### src/rtl/screen_blit_engine_pkg.sv
// Shared definitions for the screen blitter: FSM encoding, VGA colour constants
// and the fill-mode selector test.
package screen_blit_engine_pkg;

    typedef enum logic [1:0] {
        ST_IDLE  = 2'd0,
        ST_RUN   = 2'd1,
        ST_DRAIN = 2'd2,
        ST_DONE  = 2'd3
    } blit_state_e;

    localparam logic [2:0] COL_BLACK = 3'b000;
    localparam logic [2:0] COL_BLUE  = 3'b001;

    // Any selector past the last ROM channel paints the latched fill colour.
    function automatic logic is_fill_sel(input int unsigned sel, input int unsigned num_img);
        return sel >= num_img;
    endfunction

endpackage

### src/rtl/screen_blit_engine_delay.sv
// ROM-latency matching shift register carrying {valid, cx, cy}; clr_i drops
// every in-flight pixel in one cycle while leaving coordinate payload untouched.
module blit_delay_line #(
    parameter int STAGES = 1,
    parameter int CX_W   = 8,
    parameter int CY_W   = 8
) (
    input  logic            clk,
    input  logic            rst_ni,
    input  logic            clr_i,
    input  logic            vld_i,
    input  logic [CX_W-1:0] cx_i,
    input  logic [CY_W-1:0] cy_i,
    output logic            vld_o,
    output logic [CX_W-1:0] cx_o,
    output logic [CY_W-1:0] cy_o
);

    logic [STAGES-1:0] vld_q;
    logic [CX_W-1:0]   cx_q [STAGES];
    logic [CY_W-1:0]   cy_q [STAGES];

    always_ff @(posedge clk or negedge rst_ni) begin
        if (!rst_ni) begin
            vld_q <= '0;
        end else if (clr_i) begin
            vld_q <= '0;
        end else begin
            vld_q[0] <= vld_i;
            for (int i = 1; i < STAGES; i++) begin
                vld_q[i] <= vld_q[i-1];
            end
        end
    end

    // Coordinates are qualified by vld_q, so they need no reset.
    always_ff @(posedge clk) begin
        cx_q[0] <= cx_i;
        cy_q[0] <= cy_i;
        for (int i = 1; i < STAGES; i++) begin
            cx_q[i] <= cx_q[i-1];
            cy_q[i] <= cy_q[i-1];
        end
    end

    assign vld_o = vld_q[STAGES-1];
    assign cx_o  = cx_q[STAGES-1];
    assign cy_o  = cy_q[STAGES-1];

endmodule

### src/rtl/screen_blit_engine.sv
// Full-screen raster blitter: streams one ROM image channel or a solid fill
// colour to the VGA adapter write port, one pixel per cycle, with a done pulse.
module screen_blit_engine
    import screen_blit_engine_pkg::*;
#(
    parameter int IMG_W    = 240,
    parameter int IMG_H    = 240,
    parameter int X_OFF    = 80,
    parameter int Y_OFF    = 0,
    parameter int COORD_W  = 9,
    parameter int COLOUR_W = 3,
    parameter int NUM_IMG  = 3,
    parameter int SEL_W    = 2,
    parameter int ADDR_W   = 16,
    parameter int ROM_LAT  = 1
) (
    input  logic                        clk,
    input  logic                        resetn,
    input  logic                        start,
    input  logic                        abort,
    input  logic [SEL_W-1:0]            sel,
    input  logic [COLOUR_W-1:0]         fill_colour,
    output logic [ADDR_W-1:0]           rom_addr,
    input  logic [NUM_IMG*COLOUR_W-1:0] rom_data,
    output logic [COORD_W-1:0]          xLoc,
    output logic [COORD_W-1:0]          yLoc,
    output logic [COLOUR_W-1:0]         colour,
    output logic                        plot,
    output logic                        busy,
    output logic                        done
);

    localparam int CX_W = $clog2(IMG_W);
    localparam int CY_W = $clog2(IMG_H);
    localparam int DR_W = (ROM_LAT > 1) ? $clog2(ROM_LAT) : 1;

    localparam logic [CX_W-1:0] CX_LAST    = CX_W'(IMG_W - 1);
    localparam logic [CY_W-1:0] CY_LAST    = CY_W'(IMG_H - 1);
    localparam logic [DR_W-1:0] DRAIN_LAST = DR_W'(ROM_LAT - 1);

    blit_state_e         state_q, state_d;
    logic [CX_W-1:0]     cx_q, cx_d;
    logic [CY_W-1:0]     cy_q, cy_d;
    logic [ADDR_W-1:0]   addr_q, addr_d;
    logic [DR_W-1:0]     drain_q, drain_d;
    logic [SEL_W-1:0]    sel_q, sel_d;
    logic [COLOUR_W-1:0] fill_q, fill_d;

    logic                last_pix;
    logic                dl_vld;
    logic [CX_W-1:0]     dl_cx;
    logic [CY_W-1:0]     dl_cy;
    logic [COLOUR_W-1:0] pix_col;

    assign last_pix = (cx_q == CX_LAST) && (cy_q == CY_LAST);

    always_comb begin
        state_d = state_q;
        cx_d    = cx_q;
        cy_d    = cy_q;
        addr_d  = addr_q;
        drain_d = drain_q;
        sel_d   = sel_q;
        fill_d  = fill_q;
        unique case (state_q)
            ST_IDLE: begin
                if (start) begin
                    sel_d   = sel;
                    fill_d  = fill_colour;
                    cx_d    = '0;
                    cy_d    = '0;
                    addr_d  = '0;
                    state_d = ST_RUN;
                end
            end
            ST_RUN: begin
                if (last_pix) begin
                    cx_d    = '0;
                    cy_d    = '0;
                    addr_d  = '0;
                    drain_d = '0;
                    state_d = ST_DRAIN;
                end else begin
                    // Row-major address tracks cy*IMG_W+cx by plain increment.
                    addr_d = addr_q + ADDR_W'(1);
                    if (cx_q == CX_LAST) begin
                        cx_d = '0;
                        cy_d = cy_q + CY_W'(1);
                    end else begin
                        cx_d = cx_q + CX_W'(1);
                    end
                end
            end
            ST_DRAIN: begin
                if (drain_q == DRAIN_LAST) begin
                    state_d = ST_DONE;
                end else begin
                    drain_d = drain_q + DR_W'(1);
                end
            end
            ST_DONE: begin
                state_d = ST_IDLE;
            end
            default: begin
                state_d = ST_IDLE;
            end
        endcase
        // Cancel wins over everything, including a start in the same cycle.
        if (abort) begin
            state_d = ST_IDLE;
            cx_d    = '0;
            cy_d    = '0;
            addr_d  = '0;
            drain_d = '0;
        end
    end

    always_ff @(posedge clk or negedge resetn) begin
        if (!resetn) begin
            state_q <= ST_IDLE;
            cx_q    <= '0;
            cy_q    <= '0;
            addr_q  <= '0;
            drain_q <= '0;
            sel_q   <= '0;
            fill_q  <= '0;
        end else begin
            state_q <= state_d;
            cx_q    <= cx_d;
            cy_q    <= cy_d;
            addr_q  <= addr_d;
            drain_q <= drain_d;
            sel_q   <= sel_d;
            fill_q  <= fill_d;
        end
    end

    blit_delay_line #(
        .STAGES (ROM_LAT),
        .CX_W   (CX_W),
        .CY_W   (CY_W)
    ) u_delay (
        .clk    (clk),
        .rst_ni (resetn),
        .clr_i  (abort),
        .vld_i  (state_q == ST_RUN),
        .cx_i   (cx_q),
        .cy_i   (cy_q),
        .vld_o  (dl_vld),
        .cx_o   (dl_cx),
        .cy_o   (dl_cy)
    );

    // The last delay stage lines up with the ROM word for the same pixel.
    always_comb begin
        pix_col = COLOUR_W'(COL_BLACK);
        if (is_fill_sel(32'(sel_q), NUM_IMG)) begin
            pix_col = fill_q;
        end else begin
            for (int i = 0; i < NUM_IMG; i++) begin
                if (sel_q == SEL_W'(i)) begin
                    pix_col = rom_data[i*COLOUR_W +: COLOUR_W];
                end
            end
        end
    end

    assign rom_addr = addr_q;
    assign plot     = dl_vld;
    assign xLoc     = dl_vld ? (COORD_W'(X_OFF) + COORD_W'(dl_cx)) : '0;
    assign yLoc     = dl_vld ? (COORD_W'(Y_OFF) + COORD_W'(dl_cy)) : '0;
    assign colour   = dl_vld ? pix_col : COLOUR_W'(COL_BLACK);
    assign busy     = (state_q == ST_RUN) || (state_q == ST_DRAIN);
    assign done     = (state_q == ST_DONE);

endmodule

### config.mk
export PLATFORM = sky130hd
export DESIGN_NAME = screen_blit_engine
export DESIGN_NICKNAME = d
export VERILOG_FILES = /design/src/rtl/screen_blit_engine_pkg.sv /design/src/rtl/screen_blit_engine_delay.sv /design/src/rtl/screen_blit_engine.sv
export SDC_FILE = /design/constraint.sdc
export NUM_CORES = 1
export LEC_CHECK = 0
export ABC_AREA = 1
export ABC_CLOCK_PERIOD_IN_PS = 1700
export CAP_MARGIN = 10
export CORE_ASPECT_RATIO = 1.75
export CORE_MARGIN = 8
export CORE_UTILIZATION = 46
export DETAILED_ROUTE_END_ITERATION = 8
export GPL_TIMING_DRIVEN = 0
export PLACE_DENSITY = 0.76
export RECOVER_POWER = 100
export SYNTH_ARGS = -nofsm -noshare
export SYNTH_HDL_FRONTEND = slang
export SYNTH_SLANG_ARGS = --single-unit
### constraint.sdc
create_clock -name clk -period 1.7 [get_ports clk]
set_clock_uncertainty 0.1 [all_clocks]
set_input_delay 0.17 -clock clk [delete_from_list [all_inputs] [get_ports clk]]
set_output_delay 0.17 -clock clk [all_outputs]
set_load 0.05 [all_outputs]
==> results.yml <==
status:
  status: "complete, but fails checks"
  violations: "setup timing"
power:
  power.switching_mw: 2.101
  sequentialPowerShare: 0.321
  power_frac_clock: 0.157
  vdd.ir_drop.worst_mv: 0.9155
  p_int_mw: 2.809
  p_comb_frac: 0.522
  p_leak_nw: 2.031
  p_sw_frac: 0.4278
  cellPowerDensity_mw_per_mm2: 1183
floorplanning:
  dieArea_mm2: 0.008777
  io_pins: 58
  core_area_mm2: 0.005833
  rows: 37
  chipHeight_um: 118.1
  start_util: 0.4695
  die_w_um: 74.33
min_path:
  holdCritStartpoint: "cx_q[7]"
  holdCritPathClass: "reg -> reg"
sta:
  holdWs_ps: 309.5
  rsz0062_at_grt: "true"
  fin_crit_ps: 1754
  setup_ws_ps: -54.06
  tns_ps: -530.9
  hold_viol: 0
  max-slew-margin-rel: 0.4413
  worstMarginPinSlew_ps: 838.1
  slew_viol_final: 0
  fin_crit_sh: 1.032
  clock.fmax_mhz: 570.1
  setup_violations: 21
detailed_routing:
  viasPerCell: 5.180
  drtAntennaViolNets: 0
  drc: 0
  vias: 2766
  wl_mm: 8.236
  wl_per_cell_um: 15.42
  firstDrtPassIters: 5
  drt_iter0_drc: 120
setup_path:
  cp_slowest_cell: "dfrtp_1"
  critPathBufInv: 3
  required_ps: 1430
  crit_type: "reg -> out"
  cp-end-kind: "output port"
  worst_path_largest_cell_delay_ps: 420
  timing.rr.start: "cx_q[0]"
  cp-startpoint: "sel_q[0]"
  worst_setup_path_start_kind: "flip-flop"
  cp_max_fo: 4
  crit_top_cell: "buf_6"
  cp.arrival_ps: 1480
  cp_top_family: "buffers and inverters"
  crit_chain: "buf_6, buf_4, nor3_2, nor4_4, buf_6"
clock_tree:
  cts_tree: "done"
  cts.reportedPaths.clkPinSlew_ps: 110
  numCtsBuffers: 5
  htreeDepth: 2
  clock_latency_ps: 320
  cts_sinks: 56
  cts.path.max_buffers: 2
  cts.root.buffer_cell: "clkbuf_8"
flow_run:
  drv_cap: 0
synth:
  yosys_warnings: 0
  syn_nets: 390
  synthCells: 364
  ys_types: 26
  syn_avg_cell_area_um2: 7.524
  ys_seq_area_frac: 0.4824
  yosys.area.top_type_share: 0.3655
  syn_area_mm2: 0.002739
  synth_top_area_cell: "dfrtp_1"
  synth_area_leaders: "dfrtp_1 37%, nand2_1 13%, dfxtp_1 12%, inv_1 8.2%, nor2_1 6.9%"
  ys_seq_elements: 56
grt:
  grt_pass1_wl_mm: 11.99
  use_met1: 0.1733
  overflow: 0
  antenna_found_initial: 0
  grt_pass1_vias: 2706
  grt_usage: 0.1693
  met3_usage: 0.03242
  busiest_layer: "met2"
  grt_util_met2: 0.3108
  grt_max_degree: 27
place:
  gp_congestion: 0.8673
  dp_hpwl_mm: 5.201
  dp_slack_ps: -535.6
  dp_cells: 499
  placed_cell_area_mm2: 0.003486
  io_buffer_count: 56
layout:
  n_antenna_cell: 0
  fin_cells: 534
  area_delta_synth_final_pct: 51.58
  drive_gt1_frac: 0.3180
  mostFrequentLayoutCells: "75 x nand2_1, 51 x inv_1, 35 x dfrtp_1"
  final_common_cell: "nand2_1"
  nNetsFinal: 481
  post-route-cell-area_mm2: 0.004151
==> final cells by class <==
class	instances	area [µm²]
Sequential cell	56	1331
Multi-Input combinational cell	241	1569
Timing Repair Buffer	85	758.2
Clock inverter	3	26.28
Tap cell	78	97.59
Clock buffer	5	68.82
Inverter	60	236.5
Fill cell	449	1682
Buffer	6	63.81
==> worst register-to-register path, cell delays in order (launching register included) <==
cell and delay (ps):
dfrtp_1 420, ha_1 230, inv_2 100, nor2_4 60, nand3_4 90, inv_1 90, nand2_4 80, nand2_4 80
nand2_8 100, clkinvlp_4 190, nor2_1 140
==> routing by layer <==
metal  part of all wire  vias up
met3              0.065       34
met5                  0        -
met1               0.35     1294
li1                   -     1322
met4              0.043        0
met2               0.54      116
==> worst paths after layout <==
| check | cells past startpoint | endpoint | slack [ps] |
|---|---|---|---|
| worst max-delay path | 5 | colour[1] | -50 |
| worst min-delay path | 0 | u_delay.cx_q[0][7] | 310 |
| worst max register to register | 10 | rom_addr[11] | -40 |
| worst min register to register | 0 | u_delay.cx_q[0][7] | 310 |
| max in group asynchronous | 3 | u_delay.vld_o | 180 |
| min in group asynchronous | 2 | cy_q[1] | 360 |
==> kinds of logic (layout without fill, tap and decap cells) <==
kind of cell | count (synthesis) | in the layout | share of synthesized area
simple gates | 192 | 192 | 0.2951
buf+inv | 67 | 159 | 0.09548
flops | 56 | 56 | 0.4824
compound gates | 32 | 32 | 0.05985
fa+ha+maj | 8 | 8 | 0.03655
xor+xnor | 4 | 4 | 0.01279
mux | 4 | 4 | 0.01644
other cells | 1 | 1 | 0.001369
==> synthesized netlist by cell type <==
master / instances
nor3_1: 15
xnor2_1: 1
xor2_1: 3
and3_1: 1
nand2_2: 1
conb_1: 1
a21oi_1: 8
nor4_1: 4
dfxtp_1: 16
mux2_2: 4
nand2_1: 92
clkbuf_1: 3
inv_1: 60
nand3_1: 17
buf_2: 2
ha_1: 8
nor3b_1: 1
o21ai_0: 22
buf_4: 2
or2_2: 1
o21bai_1: 1
a31oi_1: 1
nand3b_1: 1
nor2_1: 50
dfrtp_1: 40
nand4_1: 9
==> power by group through the flow <==
stage | registers, mW | clock network (mW) | logic (mW)
after global placement | 1.58 | 0 | 1.51
after CTS | 1.56 | 0.779 | 2.04
after detailed placement | 1.58 | 0 | 1.55
final | 1.58 | 0.769 | 2.57
after floorplan | 1.62 | 0 | 1.05
after global routing | 1.60 | 0.842 | 2.73
==> registers in the layout (all words and copies together) (netlist names) <==
| signal | flops |
|---|---|
| fill_q | 3 |
| u_delay.cx_q | 8 |
| rom_addr | 16 |
| sel_q | 2 |
| cx_q | 8 |
| cy_q | 8 |
| state_q | 2 |
| u_delay.vld_o | 1 |
| u_delay.cy_q | 8 |
==> what timing repair did <==
action,4_1_cts,5_1_grt
gates resized for setup,197,74
cloned,1,2
buffers inserted,14,10
setup endpoints to repair,72,49
pin swaps,11,19
hold buffers,1,0
endpoints found under the hold margin,40,0
==> through the flow <==
step                  util  power [mW]
detailed placement  0.5976       3.127
floorplan                -       2.669
global placement    0.5950       3.088
global route        0.7117       5.167
CTS                 0.6566       4.380
finish              0.7117       4.910
Note: power is estimated with default switching activity, not from simulation.
